### src/rtl/ecg_stream_pkg.sv
// Shared types and constants for the sample-stream packetizer.
package ecg_stream_pkg;

  localparam int unsigned DEF_DATA_WIDTH = 32;
  localparam int unsigned DEF_LEN_WIDTH  = 8;

  typedef enum logic [1:0] {
    IDLE      = 2'd0,
    RUN       = 2'd1,
    WAIT_LAST = 2'd2
  } state_t;

  // A programmed length of zero still produces single-beat packets.
  function automatic int unsigned eff_len(input int unsigned len);
    return (len == 0) ? 1 : len;
  endfunction

endpackage

### src/rtl/axis_out_buf2.sv
// Two-entry skid buffer holding {last, data} beats between the FIFO read port and the stream.
module axis_out_buf2
  import ecg_stream_pkg::*;
#(
  parameter int unsigned WIDTH = DEF_DATA_WIDTH + 1
) (
  input  logic             clk,
  input  logic             rst,
  input  logic             push,
  input  logic [WIDTH-1:0] push_data,
  input  logic             pop,
  output logic [WIDTH-1:0] head,
  output logic [1:0]       occ
);

  logic [WIDTH-1:0] mem [2];
  logic             wr_ptr;
  logic             rd_ptr;
  logic [1:0]       occ_q;

  always_ff @(posedge clk or posedge rst) begin
    if (rst) begin
      mem[0] <= '0;
      mem[1] <= '0;
      wr_ptr <= 1'b0;
      rd_ptr <= 1'b0;
      occ_q  <= 2'd0;
    end else begin
      if (push) begin
        mem[wr_ptr] <= push_data;
        wr_ptr      <= ~wr_ptr;
      end
      if (pop) begin
        rd_ptr <= ~rd_ptr;
      end
      case ({push, pop})
        2'b10:   occ_q <= occ_q + 2'd1;
        2'b01:   occ_q <= occ_q - 2'd1;
        default: occ_q <= occ_q;
      endcase
    end
  end

  assign head = mem[rd_ptr];
  assign occ  = occ_q;

endmodule

### src/rtl/ecg_fifo_axis_packetizer.sv
// Drains the sample FIFO into fixed-length AXI4-Stream packets with TLAST on the final beat.
module ecg_fifo_axis_packetizer
  import ecg_stream_pkg::*;
#(
  parameter int unsigned DATA_WIDTH = DEF_DATA_WIDTH,
  parameter int unsigned LEN_WIDTH  = DEF_LEN_WIDTH,
  parameter int unsigned CNT_WIDTH  = 16
) (
  input  logic                  ACLK,
  input  logic                  ARESET,
  input  logic                  enable,
  input  logic [LEN_WIDTH-1:0]  pkt_len,
  input  logic                  fifo_empty,
  output logic                  fifo_rd_en,
  input  logic [DATA_WIDTH-1:0] fifo_data_out,
  output logic [DATA_WIDTH-1:0] M_AXIS_TDATA,
  output logic                  M_AXIS_TVALID,
  input  logic                  M_AXIS_TREADY,
  output logic                  M_AXIS_TLAST,
  output logic                  busy,
  output logic                  pkt_done,
  output logic [CNT_WIDTH-1:0]  pkt_count
);

  localparam int unsigned BUF_W = DATA_WIDTH + 1;

  state_t               state;
  state_t               state_nxt;
  logic [LEN_WIDTH-1:0] len_q;
  logic [LEN_WIDTH-1:0] rd_cnt;
  logic [LEN_WIDTH-1:0] beat_cnt;
  logic                 inflight;
  logic                 inflight_last;
  logic                 start;
  logic                 hs;
  logic                 hs_last;
  logic                 head_last;
  logic [BUF_W-1:0]     head;
  logic [1:0]           occ;
  logic [CNT_WIDTH-1:0] pkt_count_q;

  axis_out_buf2 #(.WIDTH(BUF_W)) u_buf (
    .clk       (ACLK),
    .rst       (ARESET),
    .push      (inflight),
    .push_data ({inflight_last, fifo_data_out}),
    .pop       (hs),
    .head      (head),
    .occ       (occ)
  );

  assign M_AXIS_TVALID           = (occ != 2'd0);
  assign {head_last, M_AXIS_TDATA} = head;
  assign M_AXIS_TLAST            = M_AXIS_TVALID & head_last;
  assign hs                      = M_AXIS_TVALID & M_AXIS_TREADY;
  assign hs_last                 = hs & head_last;
  assign pkt_done                = hs_last;
  assign busy                    = (state != IDLE);
  assign pkt_count               = pkt_count_q;

  always_ff @(posedge ACLK or posedge ARESET) begin
    if (ARESET) state <= IDLE;
    else        state <= state_nxt;
  end

  // Reads only while a buffer slot is guaranteed for the word coming back next cycle.
  always_comb begin
    state_nxt  = state;
    fifo_rd_en = 1'b0;
    start      = 1'b0;
    case (state)
      IDLE: begin
        if (enable) begin
          start     = 1'b1;
          state_nxt = RUN;
        end
      end
      RUN: begin
        fifo_rd_en = !fifo_empty && (rd_cnt < len_q) &&
                     ((3'(occ) + 3'(inflight)) < 3'd2);
        if (fifo_rd_en && (LEN_WIDTH'(rd_cnt + LEN_WIDTH'(1)) == len_q)) begin
          state_nxt = WAIT_LAST;
        end
      end
      WAIT_LAST: begin
        if (hs_last) begin
          if (enable) begin
            start     = 1'b1;
            state_nxt = RUN;
          end else begin
            state_nxt = IDLE;
          end
        end
      end
      default: state_nxt = IDLE;
    endcase
  end

  always_ff @(posedge ACLK or posedge ARESET) begin
    if (ARESET) begin
      len_q         <= LEN_WIDTH'(1);
      rd_cnt        <= '0;
      beat_cnt      <= '0;
      inflight      <= 1'b0;
      inflight_last <= 1'b0;
      pkt_count_q   <= '0;
    end else begin
      if (start) begin
        len_q  <= LEN_WIDTH'(eff_len(32'(pkt_len)));
        rd_cnt <= '0;
      end else if (fifo_rd_en) begin
        rd_cnt <= rd_cnt + LEN_WIDTH'(1);
      end
      if (start || hs_last)  beat_cnt <= '0;
      else if (hs)           beat_cnt <= beat_cnt + LEN_WIDTH'(1);
      // The word read at index len-1 carries TLAST through the buffer.
      inflight      <= fifo_rd_en;
      inflight_last <= fifo_rd_en && (rd_cnt == (len_q - LEN_WIDTH'(1)));
      if (hs_last) pkt_count_q <= pkt_count_q + CNT_WIDTH'(1);
    end
  end

endmodule

### config.mk
export PLATFORM = sky130hd
export DESIGN_NAME = ecg_fifo_axis_packetizer
export DESIGN_NICKNAME = d
export VERILOG_FILES = /design/src/rtl/ecg_stream_pkg.sv /design/src/rtl/axis_out_buf2.sv /design/src/rtl/ecg_fifo_axis_packetizer.sv
export SDC_FILE = /design/constraint.sdc
export NUM_CORES = 1
export LEC_CHECK = 0
export CAP_MARGIN = 20
export CELL_PAD_IN_SITES_DETAIL_PLACEMENT = 1
export CELL_PAD_IN_SITES_GLOBAL_PLACEMENT = 1
export CORE_ASPECT_RATIO = 2
export CORE_MARGIN = 5
export CORE_UTILIZATION = 45
export CTS_BUF_LIST = sky130_fd_sc_hd__clkbuf_4 sky130_fd_sc_hd__clkbuf_8
export DETAILED_ROUTE_END_ITERATION = 12
export HOLD_SLACK_MARGIN = 0.1
export PLACE_DENSITY_LB_ADDON = 0.1
export REMOVE_ABC_BUFFERS = 1
export SETUP_SLACK_MARGIN = 0.4
export SKIP_LAST_GASP = 1
export SLEW_MARGIN = 20
export SYNTH_ARGS = -nofsm -noshare
export SYNTH_HDL_FRONTEND = slang
export SYNTH_SLANG_ARGS = --single-unit
export TNS_END_PERCENT = 10
### constraint.sdc
create_clock -name ACLK -period 7.88 [get_ports ACLK]
set_input_delay 0.788 -clock ACLK [delete_from_list [all_inputs] [get_ports ACLK]]
set_output_delay 0.788 -clock ACLK [all_outputs]
set_load 0.1 [all_outputs]
Word-level counts from Yosys, hierarchy flattened
Index checks and enable logic that the tools add are counted.

word-level totals
  logic and storage cells = 70
  register bits = 106

cells by class
  bitwise operators = 7
  order comparisons = 5
  add/sub/neg operators = 6
  mux-type cells = 19
  reductions and logical operators = 13
  equality and inequality tests = 9

operator list
  operator               count
  $mux 33                4
  $bwmux 66              1
  $demux 33 s1           1
  $mux 8                 3
  $add 16x1->16 const B  1
  $eq 8x8->1             2
  $add 8x1->8 const B    1
  $logic_not 8->1        1
  $lt 8x8->1             1
  $reduce_bool 2->1      4
  $sub 8x1->8 const B    1
  $mux 2                 3
  $ne 2x2->1 const B     3
  $pmux 2 s3             1
  $logic_and 1x1->1      5
  $eq 2x1->1 const B     2
  $eq 2x2->1 const B     2
  $ge 2x2->1 const B     2
  $mux 1                 4
  $not 1->2              2
  $pmux 2 s2             1
  $add 2x1->3            1
  $and 1x1->1            3
  $lt 3x2->1 const B     1
  other kinds (8)        9

Logic depth before layout (Yosys ltp)
  word-level depth = 8
  mapped depth = 9

Cells and area by module
A second synthesis with hierarchy kept.

second synthesis, totals
  cell total of the unflattened synthesis = 410
  area, all modules = 5,312.6 um^2

by module, submodules not included
  module                    cells an instance  sequential area each (um^2)  area an instance (um^2)  times used
  axis_out_buf2             191                1,751.7                      3,184.3                  1
  ecg_fifo_axis_packetizer  219                902.1                        2,128.3                  1

Worst setup path before layout
Ideal clock, no wire load.

  path kind = input-to-reg
  start = input port M_AXIS_TREADY
  end = register pkt_count_q[14] (netlist: pkt_count[14])
  arrival time = 3,190 ps
  setup slack = 4,531 ps
  required time = 7,722 ps
  path buffers = 0
  stages on the path = 5
  cell sequence = o21ai_1 -> nor2_1 -> and4_1 -> nand4_1 -> xnor2_1

between the ends
  cells in the longest elaborated chain, start to end = 2

ends and longest elaborated chain
  what                  RTL line                         RTL
  start, declared       ecg_fifo_axis_packetizer.sv:18   input logic M_AXIS_TREADY,
  $and 1x1->1           ecg_fifo_axis_packetizer.sv:55   assign hs = M_AXIS_TVALID & M_AXIS_TREADY;
  $and 1x1->1           ecg_fifo_axis_packetizer.sv:56   assign hs_last = hs & head_last;
  net pkt_done          ecg_fifo_axis_packetizer.sv:21   output logic pkt_done,
  end signal, assigned  ecg_fifo_axis_packetizer.sv:119  if (hs_last) pkt_count_q <= pkt_count_q + CNT_WIDTH'(1);
  end, declared         ecg_fifo_axis_packetizer.sv:40   logic [CNT_WIDTH-1:0] pkt_count_q;

The timed path passes the listed nets, and every way through them passes these cells.
A chain may end at the register's enable or synchronous reset.

Final worst setup path
  start = register len_q[7]
  end = output port fifo_rd_en

between the ends
  cells in the longest elaborated chain, start to end = 4

ends and longest elaborated chain
  what                             RTL line                         RTL
  start, declared                  ecg_fifo_axis_packetizer.sv:29   logic [LEN_WIDTH-1:0] len_q;
  start signal, assigned           ecg_fifo_axis_packetizer.sv:109  len_q <= LEN_WIDTH'(eff_len(32'(pkt_len)));
  $lt 8x8->1                       ecg_fifo_axis_packetizer.sv:79   fifo_rd_en = !fifo_empty && (rd_cnt < len_q) &&
  $logic_and 1x1->1 (2 in series)  ecg_fifo_axis_packetizer.sv:79
  $mux 1                           ecg_fifo_axis_packetizer.sv:71   case (state)
  end, declared                    ecg_fifo_axis_packetizer.sv:14   output logic fifo_rd_en,

Every way passes these cells.

==> metrics.txt <==
yosys warns 0; Clock transition at path regs 0.10 ns; r2r setup slk roughly 5.4 ns; first-pass GRT wire length approximately 21 mm; final net count 579; r2r startpoint len_q[7]; fmax about 220 MHz; endpoints failing setup 0; RSZ-0062 raised after global routing no; R2R depth 7; TritonCTS clock tree done; Hold EP u_buf.mem[14]; Post-Syn Instances roughly 430; tightest hold margin 0.511 ns; crit-path max FO 11; worst slew pin tran 1.03 ns; fill count between 1000 and 1500; routed wl met2 around 7.6 mm; ANT nets after route 0; GR Overflow Total 0; Detailed Place HPWL roughly 10 mm; CP Launch Type flop; ys flop type dfrtp_1; Slew Limit Fails 0; GRT Resource Usage Total 0.192; via-per-instance ratio about 5.6; die span in x ~86 um; Hold WC Path Type reg2reg; Worst R2R End rd_cnt[3]; min Tclk post-route 4.54 ns; RePlAce Congestion between 0.8 and 0.9; DR WL/cell 19.6 um; Synth async-reset ratio 1.00; crit path DAT around 3.8 ns; Relative slew margins 0.312; total wire length approximately 13 mm; drt pass-1 iters 4; CTS sink cnt between 100 and 150; largest net degree at the start of global routing 82; core box area between 10000 and 15000 um2; clock tree buffer depth 2; Yosys cell types 60; Critical Path RT between 7 and 8 ns; hold path cells 1; Die ar. approximately 14000 um2; Initial Utilization 0.453; Root Buffer clkbuf_8; storage element area 2650 um2; crit share post-route 0.576; metal3 WL around 500 um; Final Hold Viols 0; vias 3751; vias in the first global route ~4100; num rows 56; M1 WL ~4.8 mm; # Post-CTS Setup Buffers 0; IO Port Bufs 97; syn_area_per_cell about 12 um2; clk_lat worst skew 0.38 ns; final non-filler cell area about 6600 um2; setup TNS 0 ns; commonest non-fill, non-tap cells in the layout dfrtp_1 (105), mux2_2 (101), clkdlybuf4s50_1 (97); hold path start u_buf.mem[14]; status complete, no violations; share of cells above drive strength 1 0.250; depth of the CTS H-tree 3; Die Y 163 um; synthesized area approximately 5300 um2; number of max-cap violations 0; synthesis-to-finish area growth 24.6%; ant diodes 0; CP endpoint kind primary output; placed cell areas 6360 um2; cts-stage hold buffer count 0; EDFF count, synth 0; multi-input logic area 2460 um2; FF+latch count, synth 106; DRC 0; crit path kind reg2out; DR top layer met4; Num CTS Buffers 9; commonest non-fill, non-tap cell in the layout dfrtp_1; IO Count between 90 and 100; Seq/Total Area, Yosys 0.504; Resize count post-CTS 0; first-iteration detailed-routing DRC count 70; Max Clock Skew 0.0183 ns; initial antenna violation count 0
-- area by class of cell --
| class | instances | share of cell area |
|---|---|---|
| Clock inverter | 5 | 0.00706 |
| Timing Repair Buffer | 100 | 0.152 |
| Inverter | 17 | 0.0101 |
| Tap cell | 145 | 0.0277 |
| Multi-Input combinational cell | 288 | 0.376 |
| Sequential cell | 106 | 0.405 |
| Clock buffer | 11 | 0.0231 |
-- cell usage after synthesis, drive strengths merged, types with 3 or more instances --
cell    count  share of area
nand2b      5         0.0059
a221o       6          0.011
xor2        7          0.013
and3        5         0.0059
nor4        6         0.0071
mux2      101           0.22
nand4       6         0.0071
xnor2      23          0.038
nor2       15          0.011
o211ai      5         0.0071
and4        3         0.0050
ha         12          0.029
nor3        7         0.0067
or4         3         0.0050
o21ai      16          0.015
nand3      10         0.0095
buf        10         0.0093
inv        16          0.011
a21oi       6         0.0064
dfrtp     105           0.50
nand2      19          0.014
clkbuf     11         0.0078
-- cells by family after synthesis --
family / share of synthesized area
flip-flops: 0.504
multiplexers: 0.218
AND/OR/NAND/NOR: 0.0994
AO/OA/AOI/OAI: 0.0675
buffers and inverters: 0.0292
XOR/XNOR: 0.0513
adder cells (fa/ha/maj): 0.0304
-- registers in the layout, summed over array words and instances (netlist names), 2 cells and up --
name / cells
u_buf.mem: 66
pkt_count: 16
len_q: 8
rd_cnt: 8
state: 2
u_buf.occ: 2
-- worst max-delay path, stage by stage (launching register included) --
cell and delay, ns:
dfrtp_1 0.41, inv_1 0.07, ha_1 0.34, a22o_1 0.22, or4b_1 0.69, inv_2 0.14
nand2_1 0.11, inv_2 0.23, clkdlybuf4s50_1 1.18
-- stage by stage --
| stage | utilization | setup slack, ns | std cells |
|---|---|---|---|
| 3_5_place_dp | 0.547 | 3.54 | 656 |
| 3_3_place_gp | 0.547 | 3.57 | 656 |
| 2_1_floorplan | - | 4.15 | 411 |
| 5_1_grt | 0.564 | 3.21 | 672 |
| 4_1_cts | 0.564 | 3.31 | 672 |
| 6_report | 0.564 | 3.34 | 672 |
-- worst max path at each step --
stage                            start  slack, ns             to  cells after the start
after detailed placement    fifo_empty       3.54     fifo_rd_en                      7
after global routing          len_q[7]       3.21     fifo_rd_en                      8
after global placement      fifo_empty       3.57     fifo_rd_en                      7
after CTS                     len_q[7]       3.31     fifo_rd_en                      8
after floorplan           u_buf.rd_ptr       4.15  pkt_count[14]                      5
final                         len_q[7]       3.34     fifo_rd_en                      8
-- per-layer routing --
metal	track usage	vias to the layer above
li1	-	1731
met1	0.202	1914
met2	0.364	82
met3	0.0375	24
met4	0.0745	0
met5	0	-
Power is left out: the tool's default activity adds up to more than one toggle a clock period on the data nets, which glitch-free logic cannot reach.
